File: config.mk
export PLATFORM = sky130hd
export DESIGN_NAME = mp3_ser
export DESIGN_NICKNAME = d
export VERILOG_FILES = /design/src/rtl/mp3_ser.sv
export SDC_FILE = /design/constraint.sdc
export NUM_CORES = 1
export LEC_CHECK = 0
export ABC_CLOCK_PERIOD_IN_PS = 6300
export CAP_MARGIN = 20
export CORE_MARGIN = 8
export CORE_UTILIZATION = 59
export CTS_CLUSTER_DIAMETER = 50
export DETAILED_ROUTE_END_ITERATION = 10
export GPL_TIMING_DRIVEN = 1
export PLACE_DENSITY_LB_ADDON = 0.15
export RECOVER_POWER = 50
export SLEW_MARGIN = 20
export SYNTH_ARGS = -nofsm -noshare
export SYNTH_HDL_FRONTEND = slang
export SYNTH_SLANG_ARGS = --single-unit
File: constraint.sdc
create_clock -name clk -period 6.3 [get_ports clk]
set_clock_uncertainty 0.05 [all_clocks]
set_input_delay 1.575 -clock clk [delete_from_list [all_inputs] [get_ports clk]]
set_output_delay 1.575 -clock clk [all_outputs]
set_load 0.01 [all_outputs]
File: src/rtl/mp3_ser.sv
// Byte-to-serial transmitter for an MP3 decoder data port: one-byte holding
// register, DREQ-gated byte starts, MSB-first shifting with a sync flag on bit 7.
module mp3_ser #(
  parameter int unsigned CLK_DIV = 2
) (
  input  logic       clk,
  input  logic       rst,
  input  logic [7:0] in_data,
  input  logic       in_valid,
  output logic       in_ready,
  input  logic       mp3_req,
  output logic       mp3_clk,
  output logic       mp3_sync,
  output logic       mp3_dat,
  output logic       busy
);

  typedef enum logic [1:0] {IDLE, LOW, HIGH} state_t;

  localparam logic [7:0] PHASE_LOAD = 8'(CLK_DIV - 1);

  state_t     r_state, w_state_nxt;
  logic       r_req_m, r_req_s;
  logic [7:0] r_hold;
  logic       r_hold_full, w_hold_full_nxt;
  logic [7:0] r_shift, w_shift_nxt;
  logic [7:0] r_phase, w_phase_nxt;
  logic [2:0] r_bit, w_bit_nxt;
  logic       r_mp3_clk, w_mp3_clk_nxt;
  logic       r_mp3_sync, w_mp3_sync_nxt;
  logic       r_mp3_dat, w_mp3_dat_nxt;
  logic       w_load, w_expired, w_start;

  assign in_ready  = !r_hold_full && !rst;
  assign w_load    = in_valid && in_ready;
  assign w_expired = (r_phase == 8'd0);
  // A byte may only begin from IDLE or exactly at the end of the last bit, so
  // a DREQ drop mid-byte can never stretch or abort the byte in flight.
  assign w_start   = r_hold_full && r_req_s &&
                     ((r_state == IDLE) ||
                      ((r_state == HIGH) && w_expired && (r_bit == 3'd0)));

  // NOTE: every next-state signal gets a default first, so no path through
  // the case statement can leave a value unassigned and infer a latch.
  always_comb begin
    w_state_nxt     = r_state;
    w_hold_full_nxt = r_hold_full;
    w_shift_nxt     = r_shift;
    w_phase_nxt     = r_phase;
    w_bit_nxt       = r_bit;
    w_mp3_clk_nxt   = r_mp3_clk;
    w_mp3_sync_nxt  = r_mp3_sync;
    w_mp3_dat_nxt   = r_mp3_dat;

    if (w_load) w_hold_full_nxt = 1'b1;

    unique case (r_state)
      IDLE: begin
        w_mp3_clk_nxt  = 1'b0;
        w_mp3_sync_nxt = 1'b0;
      end
      LOW: begin
        if (w_expired) begin
          w_mp3_clk_nxt = 1'b1;
          w_phase_nxt   = PHASE_LOAD;
          w_state_nxt   = HIGH;
        end else begin
          w_phase_nxt = r_phase - 8'd1;
        end
      end
      HIGH: begin
        if (!w_expired) begin
          w_phase_nxt = r_phase - 8'd1;
        end else if (r_bit != 3'd0) begin
          w_mp3_clk_nxt  = 1'b0;
          w_shift_nxt    = {r_shift[6:0], 1'b0};
          w_mp3_dat_nxt  = r_shift[6];
          w_mp3_sync_nxt = 1'b0;
          w_bit_nxt      = r_bit - 3'd1;
          w_phase_nxt    = PHASE_LOAD;
          w_state_nxt    = LOW;
        end else begin
          w_mp3_clk_nxt  = 1'b0;
          w_mp3_sync_nxt = 1'b0;
          w_state_nxt    = IDLE;
        end
      end
      default: w_state_nxt = IDLE;
    endcase

    // Byte start overrides the idle/end-of-byte behaviour chosen above.
    if (w_start) begin
      w_hold_full_nxt = 1'b0;
      w_shift_nxt     = r_hold;
      w_mp3_dat_nxt   = r_hold[7];
      w_mp3_sync_nxt  = 1'b1;
      w_mp3_clk_nxt   = 1'b0;
      w_bit_nxt       = 3'd7;
      w_phase_nxt     = PHASE_LOAD;
      w_state_nxt     = LOW;
    end
  end

  // NOTE: sequential state uses non-blocking assignments so every flop
  // samples the pre-edge values regardless of statement order.
  always_ff @(posedge clk) begin
    if (rst) begin
      r_state     <= IDLE;
      r_req_m     <= 1'b0;
      r_req_s     <= 1'b0;
      r_hold_full <= 1'b0;
      r_phase     <= 8'd0;
      r_bit       <= 3'd0;
      r_mp3_clk   <= 1'b0;
      r_mp3_sync  <= 1'b0;
      r_mp3_dat   <= 1'b0;
    end else begin
      r_state     <= w_state_nxt;
      r_req_m     <= mp3_req;
      r_req_s     <= r_req_m;
      r_hold_full <= w_hold_full_nxt;
      r_phase     <= w_phase_nxt;
      r_bit       <= w_bit_nxt;
      r_mp3_clk   <= w_mp3_clk_nxt;
      r_mp3_sync  <= w_mp3_sync_nxt;
      r_mp3_dat   <= w_mp3_dat_nxt;
    end
  end

  // NOTE: byte storage is left unreset; its contents are only ever consumed
  // when qualified by hold_full or the FSM state, which are reset.
  always_ff @(posedge clk) begin
    if (w_load) r_hold <= in_data;
    r_shift <= w_shift_nxt;
  end

  assign mp3_clk  = r_mp3_clk;
  assign mp3_sync = r_mp3_sync;
  assign mp3_dat  = r_mp3_dat;
  assign busy     = (r_state != IDLE) || r_hold_full;

endmodule
==> results.ini <==
[setup_path]
cp.arrival_ns=2.92
crit_path_start_kind=primary input
cp-end-kind=primary output
r2r_end=mp3_clk
r2r_cells=6
required_ns=4.68
worstSetupPathType=primary input to primary output
rr_startpoint=r_state[0]
r2r_setup_slack_ns=2.55
path_max_fanout=7

[power_and_ir_drop]
p_int_w=0.000462
irDropWorstVdd_uv=412
netSwitchingPower_w=0.000216
power_leakage_nw=0.690
p_clk_share_pct=31.1
swShare_pct=31.8
combPwrFrac_pct=29.8
pwr_density_cell_nw_per_um2=355
seqPwrFrac_pct=39.1
totalPowerFinal_w=0.000678

[cts]
cts_resized=0
cts_sinks=34
cts_inserted_buffers=5
postCtsSetupRepairBufs=0
h-tree-depth=2
tritoncts=yes
clockBufferDepth=2
clk_latency_ns=0.34
hold_buffers=0
clockRootBuffer=clkbuf_4
clk_pin_slew_worst_paths_ns=0.10

[final_layout]
drive_above_1_share_pct=12.9
antenna_cells=0
mostFrequentLayoutCells=dfxtp_1, edfxtp_1, nor2_1, a21oi_1, inv_1
final_common_cell=dfxtp_1
areaGrowthSynthToFinish_pct=17.1
fin_nets=189

[logic_synthesis]
synth_nets=167
ys.flop_type=dfxtp_1
avgSynthCellArea_um2=11.0
synth_top_family_by_area=simple AND/OR/NAND/NOR gates
yosys_warnings=0
synth.mux.area_fraction_pct=5.99
ys_types=40
ys_seq_elements=34
syn_area_um2=1630
synthAdderAreaFrac_pct=5.38
synth_edf_count=15
synth-compound-area-share_pct=16.0
yosys.area_share.xor_xnor_pct=0
async_reset_ff_share_pct=0
synth-simple-area-share_pct=18.9
ys_seq_area_share_pct=51.0
synth_cells=148

[timing]
tightestPinTransition_ns=2.14
finalCritPeriodShare_pct=72.2
period_needed_ns=4.55
fmax_mhz=220
finalSetupTns_ns=0
hold_violations=0
rsz0062_at_grt=false
finalMaxSlewViolations=11
maxSlewHeadroom_pct=-44.7
final-setup-viol-count=0

[job]
max_cap_violations=1

[hold_path]
hold_class=flop to flop
hold_start=r_req_m
worstHoldPathCells=1
min_to=r_req_s

[floorplanning]
die_w_um=68.5
coreArea_um2=2690
die_h_um=68.5
die_area_um2=4700
start_util_pct=60.6
rows=19
io_pins=17

[detailed_routing]
first_pass_iters=4
via_per_inst=6.01
routed_wl_um=3250
vias=1214
wl_per_cell_um=16.1
ant_nets=0
drc=0
drt-initial-drc-count=65

[status]
status=complete, but fails checks
violations=max-capacitance violations, max-slew violations

[placement]
dp_hpwl_um=2420
portBuffers=16
gp_congestion=0.827

[global_route]
antenna_found_initial=0
overflow=0
grt_max_degree=12
grt.total_usage_pct=16.1
grt_pass1_wl_um=5530
grt_pass1_vias=1188

metrics by stage:
| stage | cells | setup WS (ns) | cell area [um2] | util, % | hold slack (ns) |
|---|---|---|---|---|---|
| 2_1_floorplan | 148 | 2.92 | 1630 | - | 0.364 |
| 3_3_place_gp | 194 | 1.90 | 1820 | 67.9 | 0.381 |
| 3_5_place_dp | 194 | 1.84 | 1820 | 67.9 | 0.400 |
| 4_1_cts | 202 | 1.84 | 1940 | 72.1 | 0.420 |
| 5_1_grt | 202 | 1.70 | 1910 | 71.0 | 0.428 |
| 6_report | 202 | 1.75 | 1910 | 71.0 | 0.414 |
layer usage:
metal	share of wire [%]	GRT usage, %	vias to the layer above
met3	5.6	6.46	4
met2	48	24.4	29
met5	0	0	-
li1	-	-	596
met4	1.6	7.67	0
met1	44	19.5	585
worst max-delay path, stage by stage:
cell and delay [ns]:
dlygate4sd3_1 0.63, nor2_1 0.15, clkdlybuf4s50_1 0.56
cell families (layout without fill, tap and decap cells):
logic type | Yosys count | in the layout
AOI/OAI and AO/OA | 37 | 37
adders and majority gates | 7 | 7
buffers and inverters | 12 | 35
DFF | 34 | 34
muxes | 9 | 9
and+or+nand+nor | 49 | 49
registers in the layout, indices dropped and copies added, names as in the netlist:
| signal | count |
|---|---|
| mp3_clk | 1 |
| mp3_dat | 1 |
| mp3_sync | 1 |
| r_bit | 3 |
| r_hold | 8 |
| r_hold_full | 1 |
| r_phase | 8 |
| r_req_m | 1 |
| r_req_s | 1 |
| r_shift | 7 |
| r_state | 2 |
power groups by stage:
stage / logic (W) / clock network [W] / registers (W)
after global placement: 0.000197 / 0 / 0.000268
after CTS: 0.000203 / 0.000213 / 0.000266
after global routing: 0.000225 / 0.000224 / 0.000268
after detailed placement: 0.000202 / 0 / 0.000271
after floorplan: 0.000152 / 0 / 0.000266
final: 0.000202 / 0.000211 / 0.000265
cell type report:
type	instances	area, um2
sequential	34	831
fill	214	778
multi-input combinational	102	726
timing repair buffer	16	160
clock inverter	2	60.1
clock buffer	6	51.3
inverter	11	41.3
tap	31	38.8
worst max path at each step:
stage,from,to
final,rst,in_ready
after global routing,rst,in_ready
after CTS,rst,in_ready
after detailed placement,rst,in_ready
after global placement,rst,in_ready
after floorplan,rst,in_ready
cell usage after synthesis (3+ instances only):
master,count,area share (%)
a31oi_1,3,1.2
mux2i_1,3,1.8
nor2_1,14,3.2
nand4_1,4,1.5
a21oi_1,14,4.3
nor3_1,4,1.2
ha_1,7,5.4
nor2b_1,3,1.2
edfxtp_1,15,28
or3_1,3,1.2
inv_1,11,2.5
mux2_2,6,4.1
dfxtp_1,19,23
nand2_1,7,1.6
o21ai_0,7,2.2
Power figures use the tool's default switching activity.
